==> config.mk <==
export PLATFORM = sky130hd
export DESIGN_NAME = fifo_burst_reader
export DESIGN_NICKNAME = d
export VERILOG_FILES = /design/src/rtl/fifo_burst_reader.sv
export SDC_FILE = /design/constraint.sdc
export NUM_CORES = 1
export LEC_CHECK = 0
export ABC_AREA = 1
export BUFFER_PORTS_ARGS = -buffer_cell sky130_fd_sc_hd__buf_2
export CORE_AREA = 2 2 65 67
export CTS_CLUSTER_DIAMETER = 60
export DETAILED_ROUTE_END_ITERATION = 8
export DIE_AREA = 0 0 67 69
export PLACE_DENSITY = 0.73
export SLEW_MARGIN = 10
export SYNTH_ARGS = -nofsm -noshare
export SYNTH_HDL_FRONTEND = slang
export SYNTH_SLANG_ARGS = --single-unit
==> constraint.sdc <==
create_clock -name clk -period 1.56 [get_ports clk]
set_input_delay 0.39 -clock clk [delete_from_list [all_inputs] [get_ports clk]]
set_output_delay 0.39 -clock clk [all_outputs]
set_load 0.05 [all_outputs]
==> src/rtl/fifo_burst_reader.sv <==
// Burst read engine for the project fifo: pops a programmed number of words and
// streams them out through a 2-entry buffer that hides read latency and back-pressure.
module fifo_burst_reader #(
  parameter int fifo_width = 8,
  parameter int max_burst  = 16,
  localparam int LW        = $clog2(max_burst + 1)
) (
  input  logic                  clk,
  input  logic                  rstn,
  input  logic                  start,
  input  logic [LW-1:0]         burst_len,
  output logic                  busy,
  output logic                  done,
  output logic                  fifo_read,
  input  logic                  fifo_empty,
  input  logic [fifo_width-1:0] fifo_data_out,
  output logic                  out_valid,
  input  logic                  out_ready,
  output logic [fifo_width-1:0] out_data,
  output logic                  out_last
);

  typedef enum logic [1:0] {S_IDLE, S_READ, S_DRAIN, S_DONE} state_t;

  state_t                state_q, state_d;
  logic [LW-1:0]         issue_rem_q, issue_rem_d;
  logic [LW-1:0]         out_rem_q, out_rem_d;
  logic [1:0]            occ_q, occ_d;
  logic                  inflight_q, inflight_d;
  logic [fifo_width-1:0] buf0_q, buf0_d;
  logic [fifo_width-1:0] buf1_q, buf1_d;
  logic                  busy_q, busy_d;
  logic                  done_q, done_d;

  logic       pop;
  logic [2:0] fill;

  assign pop  = (occ_q != 2'd0) & out_ready;
  assign fill = {1'b0, occ_q} + {2'b00, inflight_q};

  // Issue only if the word will have a buffer slot when it lands next cycle.
  assign fifo_read = (state_q == S_READ) & ~fifo_empty & (issue_rem_q != '0) &
                     (fill < (3'd2 + {2'b00, pop}));

  assign out_valid = (occ_q != 2'd0);
  assign out_data  = buf0_q;
  assign out_last  = out_valid & (out_rem_q == LW'(1));
  assign busy      = busy_q;
  assign done      = done_q;

  always_comb begin
    state_d     = state_q;
    issue_rem_d = issue_rem_q;
    out_rem_d   = out_rem_q;
    occ_d       = occ_q;
    inflight_d  = fifo_read;
    buf0_d      = buf0_q;
    buf1_d      = buf1_q;

    // buf0 is always the head; a pop shifts buf1 forward.
    case (occ_q)
      2'd0: begin
        if (inflight_q) begin
          buf0_d = fifo_data_out;
          occ_d  = 2'd1;
        end
      end
      2'd1: begin
        if (inflight_q && pop) begin
          buf0_d = fifo_data_out;
        end else if (pop) begin
          occ_d = 2'd0;
        end else if (inflight_q) begin
          buf1_d = fifo_data_out;
          occ_d  = 2'd2;
        end
      end
      2'd2: begin
        if (pop) begin
          buf0_d = buf1_q;
          if (inflight_q) buf1_d = fifo_data_out;
          else            occ_d  = 2'd1;
        end
      end
      default: occ_d = occ_q;
    endcase

    case (state_q)
      S_IDLE: begin
        if (start) begin
          issue_rem_d = burst_len;
          out_rem_d   = burst_len;
          state_d     = (burst_len == '0) ? S_DONE : S_READ;
        end
      end
      S_READ: begin
        if (fifo_read) begin
          issue_rem_d = issue_rem_q - LW'(1);
          if (issue_rem_q == LW'(1)) state_d = S_DRAIN;
        end
        if (pop) out_rem_d = out_rem_q - LW'(1);
      end
      S_DRAIN: begin
        if (pop) begin
          out_rem_d = out_rem_q - LW'(1);
          if (out_rem_q == LW'(1)) state_d = S_DONE;
        end
      end
      S_DONE:  state_d = S_IDLE;
      default: state_d = S_IDLE;
    endcase

    busy_d = (state_d == S_READ) | (state_d == S_DRAIN);
    done_d = (state_d == S_DONE);
  end

  always_ff @(posedge clk or negedge rstn) begin
    if (!rstn) begin
      state_q     <= S_IDLE;
      issue_rem_q <= '0;
      out_rem_q   <= '0;
      occ_q       <= 2'd0;
      inflight_q  <= 1'b0;
      buf0_q      <= '0;
      buf1_q      <= '0;
      busy_q      <= 1'b0;
      done_q      <= 1'b0;
    end else begin
      state_q     <= state_d;
      issue_rem_q <= issue_rem_d;
      out_rem_q   <= out_rem_d;
      occ_q       <= occ_d;
      inflight_q  <= inflight_d;
      buf0_q      <= buf0_d;
      buf1_q      <= buf1_d;
      busy_q      <= busy_d;
      done_q      <= done_d;
    end
  end

endmodule

# Word-level counts from Yosys, hierarchy flattened
# Cells that the tools add are included.
[op_classes]
n_reduce_logical = 16
magnitude_cmp = 1
mux = 28
add_sub_neg = 4
bitwise = 7
eq_ne = 20
[op_table]
columns = ["cell", "n"]
rows = [
  ["2-to-1 mux 8 bit", 7],
  ["2-to-1 mux 2 bit", 12],
  ["one-hot mux 8 bit (3 select lines)", 1],
  ["one-hot mux 5 bit (2 select lines)", 2],
  ["!= test 2 bit, second input constant", 8],
  ["one-hot mux 8 bit (2 select lines)", 1],
  ["2-to-1 mux 5 bit", 3],
  ["equality test 2 bit, second input constant", 5],
  ["equality test 5 x 1 -> 1 bit, second input constant", 2],
  ["subtractor 5 x 1 -> 5 bit, second input constant", 2],
  ["one-hot mux 2 bit (4 select lines)", 1],
  ["AND reduction 4 bit", 2],
  ["nonzero test 2 bit", 4],
  ["equality test 2 x 1 -> 1 bit, second input constant", 3],
  ["one-hot mux 2 bit (3 select lines)", 1],
  ["AND reduction 3 bit", 2],
  ["AND reduction 6 bit", 1],
  ["bitwise AND 1 bit", 5],
  ["logical NOT 5 bit", 1],
  ["nonzero test 5 bit", 1],
  ["logical NOT 2 bit", 2],
  ["adder 2 x 1 -> 3 bit", 1],
  ["adder 2 x 1 -> 3 bit, first input constant", 1],
  ["< comparator 3 bit", 1],
  ["7 further kinds", 7],
]
[totals]
reg_bits = 33
word_cells = 85
out_inout_bits = 13
inputBits = 18

# Depth between registers and ports, before layout
# Gate-level depths: netlist of the first run.
[depth]
word_depth = 9
ltp_mapped = 14
depth_no_buf = 13

# Least setup slack after synthesis of the first run
# Ideal clock, no wire load.
[synth_timing]
kind = "register to output"
startpoint = "register occ_q[0]"
endpoint = "output port out_last"
path_stages_with_launch = 5
t_required_ns = 1.170
arrival_ns = 1.453
path_buffers = 0
path_slack_ns = -0.283
path_cell_list = "dfrtp_1 > inv_2 > nand2_2 > inv_1 > nor2_1"
[synth_between]
elab_chain_len = 2
[synth_rtl]
columns = ["element", "line_no", "source"]
rows = [
  ["start: declaration", "28", "logic [1:0] occ_q, occ_d;"],
  ["start signal: assignment", "122", "occ_q <= 2'd0;"],
  ["start signal: assignment", "132", "occ_q <= occ_d;"],
  ["nonzero test 2 bit", "45", "assign out_valid = (occ_q != 2'd0);"],
  ["net out_valid", "17", "output logic out_valid,"],
  ["bitwise AND 1 bit", "47", "assign out_last = out_valid & (out_rem_q == LW'(1));"],
  ["end: declaration", "20", "output logic out_last"],
]
# The timed path passes the listed nets, and every way through them passes these cells.

# Worst setup path in the final report of the first run
[layout_timing]
startpoint = "register inflight_q"
endpoint = "output port fifo_read"
[layout_between]
elab_chain_len = 3
[layout_rtl]
columns = ["element", "line_no", "source"]
rows = [
  ["start: declaration", "29", "logic inflight_q, inflight_d;"],
  ["start signal: assignment", "133", "inflight_q <= inflight_d;"],
  ["adder 2 x 1 -> 3 bit", "39", "assign fill = {1'b0, occ_q} + {2'b00, inflight_q};"],
  ["< comparator 3 bit", "43", "(fill < (3'd2 + {2'b00, pop}));"],
  ["bitwise AND 1 bit", "42", "assign fifo_read = (state_q == S_READ) & ~fifo_empty & (issue_rem_q != '0) &"],
  ["end: declaration", "14", "output logic fifo_read,"],
]
# Every way passes these cells.

==> out/metrics.cfg, run 1 <==
[worst_setup_path]
critPathKind=flop to primary output
worstPathCellList=ha_4, ha_4, nand2_4, nand2_2, clkinvlp_4, buf_8
cp_max_fo=2
crit_buf_inv=2
reg2reg_slack_ns=-0.18
crit_path_max_incr_delay_ns=0.42
crit_path_frequent_cell=ha_4
crit_arrival_ns=1.53
slowest_stage=dfrtp_2
end_kind=primary output
cp.required_ns=1.17
cp_top_family=adder cells
start_kind=flop

[power]
swShare_pct=47.1
total_power_mw=6.90
irDropWorstVdd_mv=1.76
powerDensity_nw_per_um2=2580
p_leak_nw=1.29
p_clk_share_pct=9.3
cellInternalPower_mw=3.65
seqPwrFrac_pct=22.9
switchingPower_mw=3.25
p_comb_share_pct=67.9

[synthesis]
yosys_most_used_dff=dfrtp_1
synth.most_common_cell=nand2_1
ys_ff_latch=33
synth-edff-count=0
synth_nets=247
yosys_warnings=0
ys_types=30
syn-cell-area_um2=1880
synth_largest_area_cell=dfrtp_1
async_flop_share_pct=100
ys_seq_area_share_pct=43.9
yosys.area.top_type_share_pct=43.9
syn_avg_cell_area_um2=8.63
yosys-top-cells-count=nand2_1, dfrtp_1, inv_1, nor2_1, ha_1
netlist_instances=218
yosys-top-cells-area=dfrtp_1, nand2_1, ha_1

[timing]
finalWorstSetupSlack_ns=-0.359
slew_viol_final=0
skew_ns=0.00568
max_slew_margin_pct=63.1
fin_crit_sh_pct=123
setup_viol=13
finalHoldViolations=0
fmax_ghz=0.521
fin_crit_ns=1.92
tightest_slew_ns=0.554
rsz0062_at_grt=true

[routing]
drt_iter0_drc=50
drtAntennaViolNets=0
drt_pass1_iterations=4
num_vias=1715
wire_per_inst_um=13.2
drc=0
viasPerCell=5.01
wl_um=4510

[grt]
grt_pass1_vias=1625
track_usage_pct=19.7
grt_pass1_wl_um=7090
grt_max_degree=24
antenna_found_initial=0
grt_remaining_overflow=0

[clock_network]
hold_buffers=0
cts_tree=yes
numCtsBuffers=5
insertion_delay_ns=0.28
cts_htree_levels=2
clockBufferDepth=2
clockRootBuffer=clkbuf_8
clk_pin_slew_worst_paths_ns=0.07
numClockSinks=33

[flow_run]
cap_violations=0

[placed_design]
hpwl_um=3050
io_buffers=30
placed_area_um2=2340
gp_congestion=0.795

[min_path]
hold_path.class=primary input to asynchronous set/reset pin

[run_status]
violations=setup timing
status=finished, violations left

[die]
die_area_um2=4620
ioPinCount=31
fp.coreArea_um2=3910
die_h_um=69
std_cell_rows=23
die-width_um=67
start_util_pct=48.0

[layout]
post_route_cells_drive_above_1_share_pct=45.5
antennaDiodeCount=0
fin_area_um2=2670
fin_nets=321
fillers=308
synthToLayoutAreaGrowth_pct=42.0

==> worst register-to-register path, stage by stage (launching register included) <==
cell and delay, ns:
dfrtp_2 0.42, ha_4 0.17, ha_4 0.15, inv_2 0.04
nand2_2 0.05, nor2_4 0.10, nand3_1 0.10, nand2_1 0.07
nand2_1 0.06, nand2_1 0.07, nand2_1 0.06, nand2_2 0.07
ha_2 0.27
==> stage by stage <==
stage / cells / setup TNS, ns / utilization, % / worst slack (ns) / hold slack, ns
finish: 342 / -1.18 / 68.3 / -0.359 / 0.0904
global route: 342 / -2.27 / 68.3 / -0.404 / 0.129
CTS: 337 / -1.23 / 65.2 / -0.360 / 0.106
detailed placement: 324 / -0.781 / 59.9 / -0.165 / 0.405
global placement: 324 / -0.550 / 59.9 / -0.143 / 0.402
floorplan: 218 / -0.260 / - / -0.0952 / 0.0944
==> cell usage in the layout (no fill, tap or decap), types with 2 or more instances in the layout <==
cell type  instances
o21ai_2            7
ha_4               5
nand2_2           10
o21ai_1            4
nor2_4             4
nor2_2             4
nand2_4            5
mux2_1             8
nand3_2            3
nand2_1           39
inv_1             15
inv_2              8
nor2_1            17
o21ai_0            8
buf_4             36
a31oi_1           10
clkbuf_8           6
buf_6              6
nor3_1             2
buf_2             27
xor2_1             2
nand3_1            7
dfrtp_1           32
a21oi_1            5
ha_1               5
inv_4              4
==> repair_timing <==
| item | in CTS | in global routing |
|---|---|---|
| endpoints found under the setup margin | 14 | 33 |
| pin swaps | 9 | 9 |
| gates cloned | 1 | 0 |
| resized for setup | 27 | 23 |
| buffers inserted | 5 | 6 |
==> registers in the layout (all words and copies together), names as in the netlist <==
name,flops
busy,1
state_q,2
occ_q,2
issue_rem_q,5
inflight_q,1
out_rem_q,5
out_data,8
done,1
buf1_q,8
==> power by group through the flow <==
stage	sequential (mW)	combinational [mW]	clock (mW)
after floorplan	2.00	2.22	0
after global placement	1.55	3.72	0
after detailed placement	1.57	3.79	0
after CTS	1.56	4.28	0.647
after global routing	1.63	5.14	0.690
final	1.58	4.69	0.639
==> final timing paths <==
path	to	cells past startpoint	startpoint
worst max-delay path	fifo_read	6	inflight_q
worst min-delay path	out_rem_q[3]	1	rstn
worst max register to register	busy	12	inflight_q
worst min register to register	buf1_q[4]	1	buf1_q[4]
max in group asynchronous	buf1_q[5]	2	rstn
min in group clk	buf1_q[3]	2	fifo_data_out[3]
==> final cells by class <==
type | count | area [µm²] | share of cell area, %
Clock buffer | 7 | 86.3 | 3.23
Inverter | 28 | 119 | 4.45
Multi-Input combinational cell | 154 | 1090 | 40.7
Sequential cell | 33 | 827 | 31.0
Tap cell | 50 | 62.6 | 2.34
Timing Repair Buffer | 70 | 488 | 18.3
==> logic make-up after synthesis <==
family / synth area share, %
mux: 4.79
compound gates: 14.4
fa+ha+maj: 7.32
simple gates: 21.0
xor+xnor: 0.932
buf+inv: 7.65
flops: 43.9
==> routing by layer <==
metal	GRT usage, %	part of all wire (%)
met5	0	0
met4	7.03	1.4
met3	3.59	2.7
met2	31.7	53
met1	26.3	43
No activity file was read; power rests on OpenSTA's default activity.
==> run 2, diff against run 1 <==
ABC_AREA = not set   (was 1)
CELL_PAD_IN_SITES_DETAIL_PLACEMENT = 0   (was not set)
CELL_PAD_IN_SITES_GLOBAL_PLACEMENT = 2   (was not set)
CORE_AREA = 2 2 82 84   (was 2 2 65 67)
DIE_AREA = 0 0 84 86   (was 0 0 67 69)
PLACE_DENSITY = not set   (was 0.73)
PLACE_DENSITY_LB_ADDON = 0.1   (was not set)
SETUP_SLACK_MARGIN = 0.1   (was not set)
==> run 2 against run 1 <==
  * The flow still finishes with violations (setup timing)
  * Synthesized area is 1.0% higher
  * Cell area is 20% higher
  * Sequential cell count stayed put
  * Total power is 2.5% higher
  * Highest routed layer unchanged
  * Largest cell class unchanged
  * Combinational power is 1% lower
==> out/metrics.cfg, run 2 <==
[synthesis]
syn_avg_cell_area_um2=9.84  ; was 8.63 µm²
synth.most_common_cell=dfrtp_1  ; was nand2_1
ys_types=45  ; was 30
yosys_warnings=0  ; unchanged
ys_ff_latch=33  ; unchanged
synth_nets=222  ; was 247
yosys-top-cells-count=dfrtp_1, a21oi_1, nor2_1  ; was nand2_1, dfrtp_1, inv_1, nor2_1, ha_1
yosys_most_used_dff=dfrtp_1  ; unchanged
netlist_instances=193  ; was 218
synth-edff-count=0  ; unchanged
ys_seq_area_share_pct=43.5  ; was 43.9%
yosys-top-cells-area=dfrtp_1, ha_1, a21oi_1  ; was dfrtp_1, nand2_1, ha_1
yosys.area.top_type_share_pct=43.5  ; was 43.9%
async_flop_share_pct=100  ; unchanged
syn-cell-area_um2=1900  ; was 1880 µm²
synth_largest_area_cell=dfrtp_1  ; unchanged

[worst_setup_path]
cp_top_family=simple AND/OR/NAND/NOR gates  ; was adder cells
cp_max_fo=2  ; unchanged
slowest_stage=dfrtp_2  ; unchanged
crit_buf_inv=1  ; was 2
end_kind=primary output  ; unchanged
timing.rr.start=inflight_q  ; unchanged
worstReg2RegEnd=issue_rem_q[1]  ; was busy
crit_path_max_incr_delay_ns=0.43  ; was 0.42 ns
cp.required_ns=1.17  ; about the same
start_kind=flop  ; unchanged
worstPathCellList=ha_4, ha_4, or3b_4, a21oi_4, and2_4, buf_8  ; was ha_4, ha_4, nand2_4, nand2_2, clkinvlp_4, buf_8
reg2reg_slack_ns=-0.62  ; was -0.18 ns
crit_path_frequent_cell=ha_4  ; unchanged
critPathKind=flop to primary output  ; unchanged
rr_worst_depth=11  ; was 12
crit_arrival_ns=1.85  ; was 1.53 ns

[timing]
slew_viol_final=0  ; unchanged
setup_viol=26  ; was 13
finalHoldViolations=0  ; unchanged
fin_crit_ns=2.24  ; was 1.92 ns
max_slew_margin_pct=78.3  ; was 63.1%
tns_ns=-7.43  ; was -1.18 ns
finalWorstSetupSlack_ns=-0.683  ; was -0.359 ns
rsz0062_at_grt=true  ; unchanged
fin_crit_sh_pct=144  ; was 123%
fmax_ghz=0.446  ; was 0.521 GHz
skew_ns=0.00729  ; was 0.00568 ns
tightest_slew_ns=0.322  ; was 0.554 ns

[layout]
final_common_cell=buf_4  ; was nand2_1
fillers=586  ; was 308
multi_input_area_um2=1260  ; was 1090 µm²
post_route_cells_drive_above_1_share_pct=56.6  ; was 45.5%
seqCellArea_um2=831  ; was 827 µm²
fin_area_um2=3210  ; was 2670 µm²
antennaDiodeCount=0  ; unchanged
final_cell_mix=buf_4, dfrtp_1, buf_2, nor2_1, buf_6  ; was nand2_1, buf_4, dfrtp_1, buf_2, nor2_1
synthToLayoutAreaGrowth_pct=69.2  ; was 42.0%
fin_nets=325  ; was 321

[die]
start_util_pct=30.3  ; was 48.0%
ioPinCount=31  ; unchanged
std_cell_rows=29  ; was 23
fp.coreArea_um2=6280  ; was 3910 µm²
die_h_um=86  ; was 69 µm
die-width_um=84  ; was 67 µm
die_area_um2=7220  ; was 4620 µm²

[clock_network]
numClockSinks=33  ; unchanged
numCtsBuffers=5  ; unchanged
clockBufferDepth=2  ; unchanged
cts_tree=yes  ; unchanged
cts_htree_levels=2  ; unchanged
insertion_delay_ns=0.29  ; was 0.28 ns
clockRootBuffer=clkbuf_8  ; unchanged
clk_pin_slew_worst_paths_ns=0.08  ; was 0.07 ns

[power]
irDropWorstVdd_mv=1.36  ; was 1.76 mV
p_leak_nw=1.46  ; was 1.29 nW
powerDensity_nw_per_um2=2200  ; was 2580 nW/µm²

[routing]
drt_pass1_iterations=5  ; was 4
viasPerCell=4.94  ; was 5.01
wire_per_inst_um=15.4  ; was 13.2 µm
drtAntennaViolNets=0  ; unchanged
wl_um=5750  ; was 4510 µm
num_vias=1849  ; was 1715
drt_iter0_drc=39  ; was 50
drc=0  ; unchanged

[min_path]
whs_endpoint=buf1_q[5]
min_path_cells=2
hold_path.class=primary input to flop  ; was primary input to asynchronous set/reset pin
hp-start=fifo_data_out[5]

[placed_design]
placed_area_um2=2610  ; was 2340 µm²
hpwl_um=3950  ; was 3050 µm
gp_congestion=0.818  ; was 0.795
io_buffers=30  ; unchanged

[grt]
track_usage_pct=15.9  ; was 19.7%
grt_pass1_wl_um=9080  ; was 7090 µm
antenna_found_initial=0  ; unchanged
grt_max_degree=25  ; was 24
grt_pass1_vias=1882  ; was 1625
grt_remaining_overflow=0  ; unchanged

[run_status]
violations=setup timing  ; unchanged
status=finished, violations left  ; unchanged

[flow_run]
cap_violations=0  ; unchanged

run 2: cell count changes after synthesis, moves of 8 or more:
| cell | previous run | this run |
|---|---|---|
| inv_1 | 22 | 11 |
| mux2i_1 | 0 | 10 |
| a31oi_1 | 10 | 2 |
| mux2_1 | 8 | 0 |
| a21oi_1 | 5 | 20 |
| mux2_2 | 0 | 8 |
| nand2_1 | 50 | 8 |
run 2: worst max path at each step:
stage,endpoint,from,slack [ns],depth (start not counted)
global route,fifo_read,occ_q[0],-0.74,6
floorplan,issue_rem_q[0],inflight_q,-0.40,7
finish,fifo_read,inflight_q,-0.68,6
global placement,fifo_read,inflight_q,-0.48,6
detailed placement,fifo_read,inflight_q,-0.50,6
CTS,fifo_read,occ_q[0],-0.69,6
run 2: through the flow:
step	std cells	total power [mW]	hold slack, ns	setup WS (ns)	utilization [%]
after floorplan	193	3.70	0.0944	-0.402	-
after global placement	341	4.93	0.300	-0.477	41.5
after detailed placement	341	5.02	0.303	-0.498	41.5
after CTS	363	6.64	0.340	-0.686	47.6
after global routing	374	7.55	0.344	-0.743	51.2
final	374	7.07	0.344	-0.683	51.2
run 2: final cells by class:
type | count | share of cell area (%)
flip-flops and latches | 33 | 25.8
well taps | 77 | 3.00
repair buffers | 103 | 26.4
clock inverters | 3 | 2.02
multi-input cells | 142 | 39.1
inverters | 11 | 1.44
clock buffers | 5 | 2.14
run 2: logic make-up (layout without fill, tap and decap cells):
logic type / Yosys count / in the layout / synth area share, %
AOI/OAI and AO/OA: 54 / 54 / 19.4
xor gates and xnor gates: 1 / 1 / 0.461
adders and majority gates: 11 / 11 / 7.25
buffers and inverters: 18 / 122 / 3.89
DFF: 33 / 33 / 43.5
muxes: 18 / 18 / 10.0
and+or+nand+nor: 58 / 58 / 15.5
run 2: repair_timing:
item / CTS / global route
gates cloned: 0 / 1
endpoints found under the hold margin: 9 / 0
hold buffers: 1 / 0
setup endpoints to repair: 26 / 34
gates resized for setup: 36 / 32
setup buffers: 16 / 10
pin swaps: 16 / 23
run 2: worst reg2reg max path: stages, from the launching register on:
cell     delay, ns
dfrtp_2       0.43
ha_4          0.17
ha_4          0.15
or3b_4        0.39
a21oi_4       0.13
buf_4         0.12
buf_4         0.09
buf_6         0.08
buf_6         0.09
a21oi_4       0.07
nor2_4        0.18
mux2i_1       0.21
run 2: power breakdown:
| part | internal [mW] | total (mW) | switching [mW] |
|---|---|---|---|
| Sequential | 1.24 | 1.45 | 0.208 |
| Combinational | 2.27 | 4.64 | 2.37 |
| Clock | 0.635 | 0.987 | 0.351 |
| Total | 4.15 | 7.07 | 2.93 |
run 2: metal layers:
metal  vias up  GRT usage, %  share of wire, %
met4         0          4.84               1.1
met2        43          27.8                52
met5         -             0                 0
met3        10          3.46               3.8
met1       898          19.6                43
li1        898             -                 -
